File: src/rtl/param_mpu_pkg.sv
// Shared opcodes, FSM state type and flag bit positions for param_microprocessor.
// Pure declarations: no latency, no flow control.
package param_mpu_pkg;

  localparam logic [3:0] OP_ADD = 4'd0;
  localparam logic [3:0] OP_SUB = 4'd1;
  localparam logic [3:0] OP_AND = 4'd2;
  localparam logic [3:0] OP_OR  = 4'd3;
  localparam logic [3:0] OP_XOR = 4'd4;
  localparam logic [3:0] OP_NOT = 4'd5;
  localparam logic [3:0] OP_SHL = 4'd6;
  localparam logic [3:0] OP_SHR = 4'd7;
  localparam logic [3:0] OP_INC = 4'd8;
  localparam logic [3:0] OP_DEC = 4'd9;
  localparam logic [3:0] OP_MOV = 4'd10;
  localparam logic [3:0] OP_LDI = 4'd11;
  localparam logic [3:0] OP_MUL = 4'd12;
  localparam logic [3:0] OP_CMP = 4'd13;
  localparam logic [3:0] OP_NOP = 4'd14;
  localparam logic [3:0] OP_ILL = 4'd15;

  typedef enum logic {
    ST_IDLE = 1'b0,
    ST_MUL  = 1'b1
  } state_t;

  localparam int FLG_ZERO  = 0;
  localparam int FLG_CARRY = 1;
  localparam int FLG_OVF   = 2;
  localparam int FLG_W     = 3;

endpackage

File: src/rtl/mpu_regfile.sv
// NUM_REGS x DATA_W register file: two combinational read ports, one synchronous write port.
// Reads are zero-latency, writes land on the clock edge; no flow control.
module mpu_regfile #(
  parameter int DATA_W   = 8,
  parameter int NUM_REGS = 4
) (
  input  logic                        clk,
  input  logic                        rst_n,
  input  logic [$clog2(NUM_REGS)-1:0] rd_sel1,
  input  logic [$clog2(NUM_REGS)-1:0] rd_sel2,
  output logic [DATA_W-1:0]           rd_dat1,
  output logic [DATA_W-1:0]           rd_dat2,
  input  logic                        wr_en,
  input  logic [$clog2(NUM_REGS)-1:0] wr_sel,
  input  logic [DATA_W-1:0]           wr_dat
);

  logic [DATA_W-1:0] regs [NUM_REGS];

  always_ff @(posedge clk or negedge rst_n) begin
    if (!rst_n) begin
      for (int i = 0; i < NUM_REGS; i++) regs[i] <= '0;
    end else if (wr_en) begin
      regs[wr_sel] <= wr_dat;
    end
  end

  assign rd_dat1 = regs[rd_sel1];
  assign rd_dat2 = regs[rd_sel2];

endmodule

File: src/rtl/param_microprocessor.sv
// Register-file + ALU core with registered result/flags; PARAM_MPU_MUL_EN adds an iterative shift-add multiplier.
// Latency 1 (MUL: DATA_W cycles); instr_ready drops only while a multiply is in flight.
module param_microprocessor
  import param_mpu_pkg::*;
#(
  parameter int DATA_W   = 8,
  parameter int NUM_REGS = 4,
  parameter int SEL_W    = $clog2(NUM_REGS)
) (
  input  logic              clk,
  input  logic              reset,
  input  logic              instr_valid,
  output logic              instr_ready,
  input  logic [3:0]        instruction,
  input  logic [SEL_W-1:0]  read_sel1,
  input  logic [SEL_W-1:0]  read_sel2,
  input  logic [SEL_W-1:0]  write_sel,
  input  logic [DATA_W-1:0] imm,
  output logic [DATA_W-1:0] result,
  output logic              result_valid,
  output logic              zero_flag,
  output logic              carry_flag,
  output logic              ovf_flag,
  output logic              illegal
);

  localparam int MSB = DATA_W - 1;

  logic [DATA_W-1:0] op_a, op_b;
  logic              rf_wr_en;
  logic [SEL_W-1:0]  rf_wr_sel;
  logic [DATA_W-1:0] rf_wr_dat;
  logic              accept;
  logic [FLG_W-1:0]  flags;

  logic [DATA_W-1:0] alu_res;
  logic [DATA_W:0]   sum_w, dif_w;
  logic              alu_c, alu_v, alu_wr, alu_upd, alu_res_upd, op_illegal;

  mpu_regfile #(
    .DATA_W   (DATA_W),
    .NUM_REGS (NUM_REGS)
  ) u_regfile (
    .clk     (clk),
    .rst_n   (reset),
    .rd_sel1 (read_sel1),
    .rd_sel2 (read_sel2),
    .rd_dat1 (op_a),
    .rd_dat2 (op_b),
    .wr_en   (rf_wr_en),
    .wr_sel  (rf_wr_sel),
    .wr_dat  (rf_wr_dat)
  );

  assign accept = instr_valid && instr_ready;

`ifdef PARAM_MPU_MUL_EN
  localparam int CNT_W = (DATA_W > 2) ? $clog2(DATA_W) : 1;

  state_t              state, state_nxt;
  logic                mul_start, mul_done;
  logic [CNT_W-1:0]    mul_cnt;
  logic [2*DATA_W-1:0] mul_acc, mul_mcand, mul_sum;
  logic [DATA_W-1:0]   mul_mplier;
  logic [SEL_W-1:0]    mul_wsel;
`endif

  always_comb begin
    sum_w       = {1'b0, op_a} + {1'b0, op_b};
    dif_w       = {1'b0, op_a} - {1'b0, op_b};
    alu_res     = '0;
    alu_c       = 1'b0;
    alu_v       = 1'b0;
    alu_wr      = 1'b1;
    alu_res_upd = 1'b1;
    alu_upd     = 1'b1;
    op_illegal  = 1'b0;
`ifdef PARAM_MPU_MUL_EN
    mul_start   = 1'b0;
`endif
    case (instruction)
      OP_ADD: begin
        alu_res = sum_w[MSB:0];
        alu_c   = sum_w[DATA_W];
        alu_v   = (op_a[MSB] == op_b[MSB]) && (alu_res[MSB] != op_a[MSB]);
      end
      OP_SUB, OP_CMP: begin
        alu_res = dif_w[MSB:0];
        alu_c   = dif_w[DATA_W];
        alu_v   = (op_a[MSB] != op_b[MSB]) && (alu_res[MSB] != op_a[MSB]);
        if (instruction == OP_CMP) begin
          alu_wr      = 1'b0;
          alu_res_upd = 1'b0;
        end
      end
      OP_AND: alu_res = op_a & op_b;
      OP_OR:  alu_res = op_a | op_b;
      OP_XOR: alu_res = op_a ^ op_b;
      OP_NOT: alu_res = ~op_a;
      OP_SHL: begin
        alu_res = op_a << 1;
        alu_c   = op_a[MSB];
      end
      OP_SHR: begin
        alu_res = op_a >> 1;
        alu_c   = op_a[0];
      end
      OP_INC: begin
        alu_res = op_a + 1'b1;
        alu_c   = &op_a;
        alu_v   = ~op_a[MSB] & alu_res[MSB];
      end
      OP_DEC: begin
        alu_res = op_a - 1'b1;
        alu_c   = ~|op_a;
        alu_v   = op_a[MSB] & ~alu_res[MSB];
      end
      OP_MOV: alu_res = op_a;
      OP_LDI: alu_res = imm;
`ifdef PARAM_MPU_MUL_EN
      OP_MUL: begin
        alu_wr      = 1'b0;
        alu_res_upd = 1'b0;
        alu_upd     = 1'b0;
        mul_start   = 1'b1;
      end
`endif
      OP_NOP: begin
        alu_wr      = 1'b0;
        alu_res_upd = 1'b0;
        alu_upd     = 1'b0;
      end
      default: begin
        alu_wr      = 1'b0;
        alu_res_upd = 1'b0;
        alu_upd     = 1'b0;
        op_illegal  = 1'b1;
      end
    endcase
  end

`ifdef PARAM_MPU_MUL_EN
  always_ff @(posedge clk or negedge reset) begin
    if (!reset) state <= ST_IDLE;
    else        state <= state_nxt;
  end

  always_comb begin
    state_nxt = state;
    case (state)
      ST_IDLE: if (accept && mul_start) state_nxt = ST_MUL;
      ST_MUL:  if (mul_cnt == CNT_W'(DATA_W - 1)) state_nxt = ST_IDLE;
    endcase
  end

  always_comb begin
    instr_ready = reset && (state == ST_IDLE);
    mul_done    = (state == ST_MUL) && (mul_cnt == CNT_W'(DATA_W - 1));
  end

  // One partial product per cycle; the final step's sum is the product itself.
  assign mul_sum = mul_acc + (mul_mplier[0] ? mul_mcand : '0);

  always_ff @(posedge clk or negedge reset) begin
    if (!reset) begin
      mul_acc    <= '0;
      mul_mcand  <= '0;
      mul_mplier <= '0;
      mul_cnt    <= '0;
      mul_wsel   <= '0;
    end else if (accept && mul_start) begin
      mul_acc    <= '0;
      mul_mcand  <= {{DATA_W{1'b0}}, op_a};
      mul_mplier <= op_b;
      mul_cnt    <= '0;
      mul_wsel   <= write_sel;
    end else if (state == ST_MUL) begin
      mul_acc    <= mul_sum;
      mul_mcand  <= mul_mcand << 1;
      mul_mplier <= mul_mplier >> 1;
      mul_cnt    <= mul_cnt + 1'b1;
    end
  end
`else
  assign instr_ready = reset;
`endif

  always_comb begin
    rf_wr_en  = accept && alu_wr;
    rf_wr_sel = write_sel;
    rf_wr_dat = alu_res;
`ifdef PARAM_MPU_MUL_EN
    if (mul_done) begin
      rf_wr_en  = 1'b1;
      rf_wr_sel = mul_wsel;
      rf_wr_dat = mul_sum[MSB:0];
    end
`endif
  end

  always_ff @(posedge clk or negedge reset) begin
    if (!reset) begin
      result       <= '0;
      flags        <= '0;
      result_valid <= 1'b0;
      illegal      <= 1'b0;
    end else begin
      result_valid <= 1'b0;
      if (accept && op_illegal) illegal <= 1'b1;
      if (accept && alu_upd) begin
        flags[FLG_ZERO]  <= (alu_res == '0);
        flags[FLG_CARRY] <= alu_c;
        flags[FLG_OVF]   <= alu_v;
        result_valid     <= 1'b1;
        if (alu_res_upd) result <= alu_res;
      end
`ifdef PARAM_MPU_MUL_EN
      if (mul_done) begin
        result           <= mul_sum[MSB:0];
        flags[FLG_ZERO]  <= (mul_sum[MSB:0] == '0);
        flags[FLG_CARRY] <= |mul_sum[2*DATA_W-1:DATA_W];
        flags[FLG_OVF]   <= 1'b0;
        result_valid     <= 1'b1;
      end
`endif
    end
  end

  assign zero_flag  = flags[FLG_ZERO];
  assign carry_flag = flags[FLG_CARRY];
  assign ovf_flag   = flags[FLG_OVF];

endmodule

File: config.mk
export PLATFORM = sky130hd
export DESIGN_NAME = param_microprocessor
export DESIGN_NICKNAME = d
export VERILOG_FILES = /design/src/rtl/param_mpu_pkg.sv /design/src/rtl/mpu_regfile.sv /design/src/rtl/param_microprocessor.sv
export SDC_FILE = /design/constraint.sdc
export NUM_CORES = 1
export LEC_CHECK = 0
export CELL_PAD_IN_SITES_DETAIL_PLACEMENT = 1
export CELL_PAD_IN_SITES_GLOBAL_PLACEMENT = 1
export CORE_MARGIN = 3
export CORE_UTILIZATION = 39
export CTS_CLUSTER_SIZE = 16
export DETAILED_ROUTE_END_ITERATION = 12
export GPL_ROUTABILITY_DRIVEN = 0
export PLACE_DENSITY_LB_ADDON = 0.1
export SLEW_MARGIN = 5
export SYNTH_ARGS = -nofsm -noshare
export SYNTH_HDL_FRONTEND = slang
export SYNTH_HIERARCHICAL = 1
export SYNTH_SLANG_ARGS = --single-unit
export TNS_END_PERCENT = 30
File: constraint.sdc
create_clock -name clk -period 3.7 [get_ports clk]
set_clock_uncertainty 0.05 [all_clocks]
set_input_delay 0.925 -clock clk [delete_from_list [all_inputs] [get_ports clk]]
set_output_delay 0.925 -clock clk [all_outputs]
set_load 0.05 [all_outputs]
# Word-level counts from Yosys, hierarchy flattened
# Index checks and enable logic that the tools add are counted.
# word_totals
register_bits	45
input_bits	21
wordCells	78
out_inout_bits	14
# op_classes
n_reduce_logical	17
mux	17
add_sub_neg	4
n_bitwise	11
order_cmp	4
n_eq_ne	17
# ops
operator	n
$pmux W8 S12	1
$mux W8	5
$bmux W8 S2	2
$bwmux W32	1
$eq A4 B4 Y1 const B	6
$demux W8 S2	1
$eq A4 B3 Y1 const B	4
$reduce_or A14 Y1	1
$reduce_or A13 Y1	1
$reduce_or A11 Y1	1
$add A8 B8 Y9	1
$ge A3 B3 Y1 const B	3
$not A2 Y3	3
$sub A8 B8 Y9	1
$add A8 B1 Y8 const B	1
$and A8 B8 Y8	1
$eq A4 B2 Y1 const B	2
$logic_not A8 Y1	1
$not A8 Y8	1
$or A8 B8 Y8	1
$reduce_and A8 Y1	1
$reduce_or A8 Y1	1
$sub A8 B1 Y8 const B	1
$xor A8 B8 Y8	1
other kinds (15)	28

# Depth between registers and ports, before layout
# Gate-level depths: netlist of the first run.
# depth
ltp_word	8
ltp_mapped	13
ltp_nobuf	11

# By module
# The synthesis of the first run kept the hierarchy.
# by_module_without_submodules
mod	instances	cells_per_inst	seq_area_each_um2	area_each_um2
param_microprocessor	1	370	325.3	2819.0
mpu_regfile	1	88	800.8	1590.3

# Worst setup path before layout of the first run
# No wires, ideal clock.
# synth_path
path_kind	input -> register
startpoint	in read_sel1[0]
endpoint	reg u_regfile/regs[31] (netlist name)
setup_slack_ns	-0.093
arrival_ns	3.619
cell_stages	12
cell_sequence	buf_2 mux4_2 buf_4 or3_1 nor3_1 and2_1 ha_1 a22oi_1 o221ai_1 nor3_1 a31oi_1 mux2_2
# synth_via
elab_chain_cells	7
elab_cells_between_ends	14
# synth_lines
item	line	source
from (decl)	param_microprocessor.sv:15	input logic [SEL_W-1:0] read_sel1,
$not A2 Y3 (not written as such) *	mpu_regfile.sv:28	assign rd_dat1 = regs[rd_sel1];
$bmux W8 S2 *	mpu_regfile.sv:28	
$mux W8 (not written as such) * (2 in series)	mpu_regfile.sv:28	
net op_a[3]	param_microprocessor.sv:29	logic [DATA_W-1:0] op_a, op_b;
$sub A8 B1 Y8, or another cell as far along	param_microprocessor.sv:114	alu_res = op_a - 1'b1;
$pmux W8 S12 *	param_microprocessor.sv:81	case (instruction)
net alu_res[7]	param_microprocessor.sv:36	logic [DATA_W-1:0] alu_res;
$bwmux W32 *	mpu_regfile.sv:24	regs[wr_sel] <= wr_dat;
to (signal, indexed assignment)	mpu_regfile.sv:24	
to (decl)	mpu_regfile.sv:18	logic [DATA_W-1:0] regs [NUM_REGS];
# Mark *: on every way through the listed nets, which the timed path passes. The rest lies on a longest branch. The select of a mux whose other input is x is not followed.
# A chain may end at the register's enable or synchronous reset.

# Worst setup path after layout of the first run
# layout_path
startpoint	in read_sel2[0]
endpoint	reg u_regfile/regs[2] (netlist name)
# layout_via
elab_chain_cells	7
elab_cells_between_ends	11
# layout_lines
item	line	source
from (decl)	param_microprocessor.sv:16	input logic [SEL_W-1:0] read_sel2,
$not A2 Y3 (not written as such) *	mpu_regfile.sv:29	assign rd_dat2 = regs[rd_sel2];
$bmux W8 S2 *	mpu_regfile.sv:29	
$mux W8 (not written as such) * (2 in series)	mpu_regfile.sv:29	
net op_b[0]	param_microprocessor.sv:29	
$sub A8 B8 Y9 / $add A8 B8 Y9 (equally long branches)	param_microprocessor.sv:70, param_microprocessor.sv:69	
$pmux W8 S12 *	param_microprocessor.sv:81	
net alu_res[2]	param_microprocessor.sv:36	
$bwmux W32 *	mpu_regfile.sv:24	
# Marked as above.

==> impl_metrics.env, run 1 <==
export IMPL_synth_edf_count=0
export IMPL_coreArea_um2=10940
export IMPL_r2r_slack_ns=0.54
export IMPL_dieHeight_um=112.3
export IMPL_antenna_found_initial=0
export IMPL_p_leak_nw=2.575
export IMPL_cts_tree="yes"
export IMPL_timing_final_ws_setup_ns=0.08710
export IMPL_synth_cell_area_um2=4409
export IMPL_fmax_mhz=276.8
export IMPL_crit_slowest_cell="mux4_2"
export IMPL_p_comb_frac=0.716
export IMPL_clock_sinks=45
export IMPL_period_needed_ns=3.613
export IMPL_synth_area_per_cell_um2=9.627
export IMPL_dp_slack_ns=-0.7928
export IMPL_crit_required_ns=3.82
export IMPL_cts_buffer_depth=2
export IMPL_worstReg2RegStart="u_regfile/regs[0]"
export IMPL_yosys_area_top_type="dfrtp_1"
export IMPL_grt_total_usage=0.2558
export IMPL_ys_flop_type="dfrtp_1"
export IMPL_rows=38
export IMPL_met2_length_mm=7.959
export IMPL_avgViaCountPerCell=5.782
export IMPL_synth_top_area_share=0.2554
export IMPL_path_buf_inv=5
export IMPL_path_clk_slew_ns=0.07
export IMPL_crit_fanout=5
export IMPL_topRoutingLayerUsed="met4"
export IMPL_die_area_um2=12620
export IMPL_cap_violations=0
export IMPL_yosysWarnings=6
export IMPL_antenna_cells=0
export IMPL_hold_buffers=0
export IMPL_wl_per_cell_um=22.29
export IMPL_start_util=0.4032
export IMPL_status="complete, no violations"
export IMPL_die_x_um=112.3
export IMPL_area_growth_syn_to_layout_pct=35.10
export IMPL_drtPass1Iterations=4
export IMPL_synth_cell_types=79
export IMPL_drt_iter0_drc=216
export IMPL_path_class="input pin to register"
export IMPL_portBuffers=34
export IMPL_grt_pass1_vias=4378
export IMPL_tightest_slew_ns=0.6667
export IMPL_drv_slew=0
export IMPL_critPathArrivalTime_ns=3.73
export IMPL_cp_end_kind="register"
export IMPL_holdPathStages=1
export IMPL_synth_common_cells="45 x dfrtp_1, 35 x mux2_2, 33 x ha_1, 32 x inv_1, 31 x nand2_1"
export IMPL_worst_ir_drop_vdd_mv=0.4144
export IMPL_seq_area_frac_synth=0.2554
export IMPL_syn_inst=458
export IMPL_grt_max_degree=47
export IMPL_drc=0
export IMPL_r2r_end="u_regfile/regs[2]"
export IMPL_p_seq_frac=0.182
export IMPL_cts_root_buf="clkbuf_16"
export IMPL_hp_start="illegal"
export IMPL_clock_power_share=0.101
export IMPL_hold_end="illegal"
export IMPL_total_power_mw=4.383
export IMPL_synth_seq_cells=45
export IMPL_ios=35
export IMPL_num_vias=4157
export IMPL_fin_hold_ws_ns=0.4163
export IMPL_wl_mm=16.03
export IMPL_startpoint_type="input pin"
export IMPL_synth_nets=514
export IMPL_async_flop_share=1.000
export IMPL_min_path_type="register to register"
export IMPL_p_sw_mw=1.954
export IMPL_insertion_delay_ns=0.28
export IMPL_synth_area_leaders="dfrtp_1 26%, ha_1 9.4%, mux4_2 9.2%"
export IMPL_drive_above_1_share=0.3990
export IMPL_crit_top_cell="buf_4"
export IMPL_power_density_nw_per_um2=735.8
export IMPL_grt_overflow=0
export IMPL_setup_violations_final=0
export IMPL_min_period_over_period=0.9765
export IMPL_p_int_mw=2.429
export IMPL_relSlewSlack=0.5539
export IMPL_final_setup_tns_ns=0
export IMPL_ant_nets=0
export IMPL_synth_most_common_cell="dfrtp_1"
export IMPL_path_delay_family="multiplexers"
export IMPL_grt_pass1_wl_mm=25.24
export IMPL_final_util=0.5447
export IMPL_dp_final_hpwl_mm=12.79
export IMPL_netSwitchingFraction=0.4458
export IMPL_hold_viol=0
export IMPL_cts_buffers=5
export IMPL_cp_cell_sequence="clkbuf_4 > mux4_2 > ha_4 > fa_2 > buf_4 > xor2_1 > a222oi_1 > a31oi_1 > buf_4 > buf_4 > buf_4 > mux2_2"
export IMPL_wl_met1_mm=7.148
export IMPL_max_stage_delay_ns=0.60
export IMPL_final_nets=634
export IMPL_r2r_cells=11
export IMPL_wl_met3_um=603
export IMPL_htreeDepth=2
[worst max path at each step]
stage                 start            endpoint  slack (ns)  cells after the start
3_3_place_gp   read_sel1[0]           result[7]       -0.72                     12
5_1_grt        read_sel1[1]            flags[0]      -0.004                     12
3_5_place_dp   read_sel1[0]  u_regfile/regs[31]       -0.79                     12
2_1_floorplan  read_sel2[0]            flags[0]        0.02                      9
6_report       read_sel2[0]   u_regfile/regs[2]        0.09                     12
4_1_cts        read_sel1[0]            flags[0]       0.007                     15
[state kept, by name, indices dropped and copies added, names as in the netlist]
name            count
u_regfile/regs     32
result              8
flags               3
illegal             1
result_valid        1
[worst reg2reg max path, stage by stage (launching register included)]
cell,delay (ns)
dfrtp_1,0.40
mux4_2,0.56
ha_4,0.21
fa_2,0.39
buf_4,0.16
xor2_1,0.14
a222oi_1,0.26
a31oi_1,0.18
buf_4,0.16
buf_4,0.12
buf_4,0.15
mux2_2,0.27
[cell type report]
cell class	count	area, µm²
clock inverter	3	21.27
fill	1231	4979
inverter	33	123.9
tap	140	175.2
clock buffer	5	125.1
multi-input combinational	350	3174
sequential	45	1126
timing repair buffer	143	1211
[repair_timing]
action | CTS | global route
endpoints found under the setup margin | 37 | 32
gates resized for setup | 33 | 29
buffers inserted | 4 | 2
gates cloned | 0 | 0
pin swaps | 14 | 12
[power by group through the flow]
stage	Sequential (mW)	Combinational, mW	Clock [mW]
6_report	0.800	3.14	0.443
5_1_grt	0.826	3.38	0.477
4_1_cts	0.800	2.93	0.458
3_5_place_dp	0.805	2.79	0
3_3_place_gp	0.781	2.71	0
2_1_floorplan	0.910	1.52	0
[per-stage QoR]
stage | cell area, µm² | instances
2_1_floorplan | 4432 | 458
3_3_place_gp | 5563 | 705
3_5_place_dp | 5563 | 705
4_1_cts | 5847 | 717
5_1_grt | 5957 | 719
6_report | 5957 | 719
[logic make-up after synthesis]
group | Yosys count | share of synthesized area
buffers and inverters | 63 | 0.07094
flip-flops | 45 | 0.2554
XOR/XNOR | 12 | 0.02384
multiplexers | 58 | 0.1930
AND/OR/NAND/NOR | 132 | 0.1643
adder cells (fa/ha/maj) | 35 | 0.1027
AO/OA/AOI/OAI | 113 | 0.1898
[placed cells by master, fill, tap and decap left out, types with 5 or more instances in the layout]
cell,count
inv_1,25
o21ai_1,5
nand3_1,12
nor2b_1,6
mux2_2,35
a31oi_1,5
inv_2,8
nand2_1,31
dfrtp_1,45
a21oi_1,11
nor2_1,23
clkdlybuf4s50_1,28
xnor2_1,9
mux4_2,18
a221oi_1,6
nand2b_1,10
o21ai_0,18
nor3_1,11
buf_4,102
ha_1,26
clkbuf_16,5
[per-layer routing]
layer | track usage | vias to the layer above
li1 | - | 1949
met5 | 0 | -
met1 | 0.3515 | 2098
met4 | 0.06250 | 0
met3 | 0.02264 | 16
met2 | 0.4378 | 94
Power figures use the tool's default switching activity.
==> inputs of run 2 (changes only) <==
--- a/config.mk
+++ b/config.mk
@@ -9,5 +9,5 @@
 export CELL_PAD_IN_SITES_GLOBAL_PLACEMENT = 1
 export CORE_MARGIN = 3
-export CORE_UTILIZATION = 39
+export CORE_UTILIZATION = 47
 export CTS_CLUSTER_SIZE = 16
 export DETAILED_ROUTE_END_ITERATION = 12
==> constraint.sdc (replaced) <==
create_clock -name clk -period 3.7 [get_ports clk]
set_clock_uncertainty 0.05 [all_clocks]
set_input_delay 0.37 -clock clk [delete_from_list [all_inputs] [get_ports clk]]
set_output_delay 0.37 -clock clk [all_outputs]
set_load 0.05 [all_outputs]
==> impl_metrics.env, run 2 (synthesis results as in run 1) <==
export IMPL_grt_max_degree=47
export IMPL_cts_tree="yes"
export IMPL_wl_mm=15.62
export IMPL_drc=0
export IMPL_portBuffers=34
export IMPL_cts_buffer_depth=2
export IMPL_cts_root_buf="clkbuf_8"
export IMPL_grt_pass1_wl_mm=24.67
export IMPL_final_common_cell="buf_4"
export IMPL_ant_nets=0
export IMPL_rows=34
export IMPL_grt_total_usage=0.3121
export IMPL_grt_pass1_vias=4367
export IMPL_antenna_cells=0
export IMPL_drive_above_1_share=0.2662
export IMPL_hold_viol=0
export IMPL_cts_buffers=5
export IMPL_p_leak_nw=2.270
export IMPL_area_growth_syn_to_layout_pct=19.35
export IMPL_worst_ir_drop_vdd_mv=0.3405
export IMPL_worstReg2RegStart="u_regfile/regs[16]"
export IMPL_dieHeight_um=102.9
export IMPL_path_class="input pin to register"
export IMPL_die_x_um=102.9
export IMPL_crit_required_ns=3.90
export IMPL_power_density_nw_per_um2=745.2
export IMPL_startpoint_type="input pin"
export IMPL_final_setup_tns_ns=0
export IMPL_wl_per_cell_um=24.64
export IMPL_grt_overflow=0
export IMPL_r2r_cells=8
export IMPL_htreeDepth=2
export IMPL_tightest_slew_ns=0.6316
export IMPL_dp_final_hpwl_mm=11.80
export IMPL_rsz0062_at_grt="true"
export IMPL_critPathArrivalTime_ns=3.74
export IMPL_ios=35
export IMPL_start_util=0.4936
export IMPL_fin_hold_ws_ns=0.1736
export IMPL_clock_sinks=45
export IMPL_cap_violations=0
export IMPL_min_period_over_period=0.9548
export IMPL_drt_iter0_drc=342
export IMPL_min_path_type="input pin to async pin"
export IMPL_num_vias=4153
export IMPL_largest_reg_flops=32
export IMPL_total_power_mw=3.922
export IMPL_coreArea_um2=8934
export IMPL_drv_slew=0
export IMPL_relSlewSlack=0.5789
export IMPL_fmax_mhz=283.1
export IMPL_path_clk_slew_ns=0.11
export IMPL_setup_violations_final=0
export IMPL_r2r_end="flags[0]"
export IMPL_insertion_delay_ns=0.32
export IMPL_status="complete, no violations"
export IMPL_top_register="u_regfile/regs"
export IMPL_final_util=0.5891
export IMPL_avgViaCountPerCell=6.550
export IMPL_final_nets=581
export IMPL_drtPass1Iterations=5
export IMPL_period_needed_ns=3.533
export IMPL_crit_fanout=10
export IMPL_r2r_slack_ns=0.45
export IMPL_antenna_found_initial=0
export IMPL_layout_common_cells="56 x buf_4, 45 x dfrtp_1, 35 x mux2_2"
export IMPL_die_area_um2=10580
export IMPL_top_regs="u_regfile/regs: 32 flops, result: 8 flops, flags: 3 flops"
export IMPL_cp_end_kind="register"
## run 2: worst max path at each step
stage	from	end	slack, ns	cells past startpoint
finish	read_sel1[0]	u_regfile/regs[31]	0.17	13
global route	read_sel1[0]	flags[0]	-0.03	13
CTS	read_sel1[0]	u_regfile/regs[31]	0.16	13
detailed placement	read_sel1[0]	u_regfile/regs[31]	-0.13	13
global placement	read_sel1[0]	result[7]	-0.06	12
floorplan	read_sel1[0]	u_regfile/regs[31]	0.46	12
## run 2: where the power goes
part / leakage, nW / switching, mW / internal [mW]
registers: 0.586 / 0.148 / 0.667
logic: 1.62 / 1.49 / 1.15
clock network: 0.0687 / 0.195 / 0.272
total: 2.27 / 1.83 / 2.09
## run 2: area by class of cell
cell class                 count  area [µm²]
tap                          108       135.1
multi-input combinational    350        2984
timing repair buffer          90       755.7
clock inverter                 3       68.82
inverter                      33       123.9
sequential                    45        1126
clock buffer                   5       68.82
fill                         988        3671
## run 2: stage by stage
step                area [µm²]  worst slack, ns  instances
floorplan                 4409           0.4617        458
CTS                       5255           0.1596        634
finish                    5263           0.1673        634
detailed placement        5111          -0.1289        626
global placement          5111         -0.05812        626
global route              5263         -0.03082        634
## run 2: what timing repair did
item,in CTS,in global routing
hold buffers,0,0
setup buffers,0,0
hold endpoints to repair,0,0
cloned,0,0
resized for setup,1,3
endpoints found under the setup margin,3,13
## run 2: layer usage
metal | GRT usage | wire length, µm
met5 | 0 | 0
met4 | 0.1295 | 555
met3 | 0.05277 | 991
met2 | 0.5149 | 7634
met1 | 0.4072 | 6439
## run 2: worst max-delay path, stage by stage
cell and delay (ns):
clkdlybuf4s50_1 0.45, buf_4 0.17, mux4_2 0.54, buf_4 0.20, inv_1 0.08, ha_2 0.32, inv_1 0.12, o311a_1 0.24
o21bai_1 0.13, nor4b_1 0.40, a21oi_1 0.12, a31oi_2 0.34, mux2_2 0.24
==> inputs of run 3 (changes only) <==
- CELL_PAD_IN_SITES_DETAIL_PLACEMENT: 1 -> 0
- CELL_PAD_IN_SITES_GLOBAL_PLACEMENT: 1 -> 2
- CORE_UTILIZATION: 47 -> 38
==> impl_metrics.env, run 3 (synthesis results as in run 1) <==
export IMPL_drt_iter0_drc=228
export IMPL_portBuffers=34
export IMPL_drive_above_1_share=0.2669
export IMPL_insertion_delay_ns=0.29
export IMPL_crit_required_ns=3.82
export IMPL_final_nets=588
export IMPL_critPathArrivalTime_ns=3.69
export IMPL_crit_top_cell="nor3_1"
export IMPL_antenna_cells=0
export IMPL_top_register="u_regfile/regs"
export IMPL_drv_slew=0
export IMPL_wl_per_cell_um=20.63
export IMPL_avgViaCountPerCell=5.757
export IMPL_grt_pass1_vias=3935
export IMPL_die_x_um=113.7
export IMPL_min_path_type="input pin to async pin"
export IMPL_max_stage_delay_ns=0.51
export IMPL_htreeDepth=2
export IMPL_hold_viol=0
export IMPL_final_common_cell="buf_4"
export IMPL_drc=0
export IMPL_area_growth_syn_to_layout_pct=21.82
export IMPL_fmax_mhz=280.0
export IMPL_hold_buffers=0
export IMPL_cap_violations=0
export IMPL_cts_buffer_depth=2
export IMPL_fin_hold_ws_ns=0.2218
export IMPL_tightest_slew_ns=0.6562
export IMPL_ant_nets=0
export IMPL_post_cts_buffers=0
export IMPL_largest_reg_flops=32
export IMPL_coreArea_um2=11080
export IMPL_dp_cells=665
export IMPL_drtPass1Iterations=6
export IMPL_power_density_nw_per_um2=702.7
export IMPL_ios=35
export IMPL_final_util=0.4849
export IMPL_dp_final_hpwl_mm=11.13
export IMPL_grt_pass1_wl_mm=22.01
export IMPL_layout_common_cells="61 x buf_4, 45 x dfrtp_1, 35 x mux2_2"
export IMPL_grt_max_degree=47
export IMPL_period_needed_ns=3.572
export IMPL_placed_area_um2=5229
export IMPL_num_vias=3869
export IMPL_total_power_mw=3.774
export IMPL_clock_sinks=45
export IMPL_crit_fanout=6
export IMPL_grt_overflow=0
export IMPL_wl_mm=13.86
export IMPL_design_area_um2=5371
export IMPL_p_leak_nw=2.313
export IMPL_cts_resized_gates=0
export IMPL_cts_tree="yes"
export IMPL_rsz0062_at_grt="false"
export IMPL_start_util=0.3980
export IMPL_cp_cell_sequence="clkdlybuf4s50_1 > buf_12 > mux4_2 > or3_1 > nor3_1 > and2_1 > ha_1 > a22oi_1 > o221ai_1 > nor3_1 > a31oi_1 > buf_4 > mux2_2"
export IMPL_dieHeight_um=113.7
export IMPL_path_class="input pin to register"
export IMPL_path_clk_slew_ns=0.06
export IMPL_min_period_over_period=0.9654
export IMPL_top_regs="u_regfile/regs: 32 flops, result: 8 flops, flags: 3 flops"
export IMPL_rows=38
export IMPL_grt_total_usage=0.2205
export IMPL_cp_end_kind="register"
export IMPL_finalNonFillerCells=672
export IMPL_cts_root_buf="clkbuf_16"
export IMPL_antenna_found_initial=0
export IMPL_worst_ir_drop_vdd_mv=0.4782
export IMPL_crit_slowest_cell="clkdlybuf4s50_1"
export IMPL_setup_violations_final=0
export IMPL_die_area_um2=12930
export IMPL_startpoint_type="input pin"
export IMPL_cts_buffers=5
export IMPL_relSlewSlack=0.5611
export IMPL_status="complete, no violations"
run 3: cell types whose count changed in the layout (fill, tap and decap cells not counted), moves of 2 or more:
cell,previous run,this run
buf_4,56,61
clkbuf_16,0,5
clkbuf_8,5,1
buf_12,0,2
bufinv_16,2,0
run 3: where the power goes:
| part | leakage, nW | switching (mW) | internal (mW) |
|---|---|---|---|
| Clock | 0.0700 | 0.174 | 0.265 |
| Sequential | 0.586 | 0.118 | 0.669 |
| Combinational | 1.66 | 1.36 | 1.19 |
| Total | 2.31 | 1.65 | 2.12 |
run 3: cell type report:
type / count / area, µm²
multi-input cells: 350 / 2970
repair buffers: 97 / 833.3
clock buffers: 7 / 142.6
flip-flops and latches: 45 / 1126
well taps: 140 / 175.2
inverters: 33 / 123.9
fillers: 1070 / 5707
run 3: layer usage:
layer	vias up	track usage	share of wire
met3	16	0.02440	0.033
met2	93	0.3655	0.49
met5	-	0	0
met1	1912	0.3013	0.46
li1	1848	-	-
met4	0	0.07292	0.017
run 3: path summary, 6_finish.rpt:
check | startpoint | end | slack (ns) | cells past startpoint
worst max-delay path | read_sel1[0] | result[7] | 0.13 | 13
worst max register to register | u_regfile/regs[4] | result[7] | 0.47 | 11
min in group clk | illegal | illegal | 0.41 | 1
worst min-delay path | reset | u_regfile/regs[24] | 0.22 | 2
max in group asynchronous | reset | u_regfile/regs[13] | 2.96 | 2
worst min register to register | illegal | illegal | 0.41 | 1
run 3: metrics by stage:
stage | setup slack (ns) | setup TNS [ns]
6_report | 0.1280 | 0
5_1_grt | 0.01443 | 0
4_1_cts | 0.1427 | 0
3_5_place_dp | -0.1507 | -1.473
3_3_place_gp | -0.1386 | -1.312
2_1_floorplan | 0.4617 | 0
run 3: critical path: cells and delay by family:
kind            cells  cell delay (ns)
simple gates        4             1.08
fa+ha+maj           1             0.22
buf+inv             3             0.82
compound gates      3             0.44
mux                 2             0.77
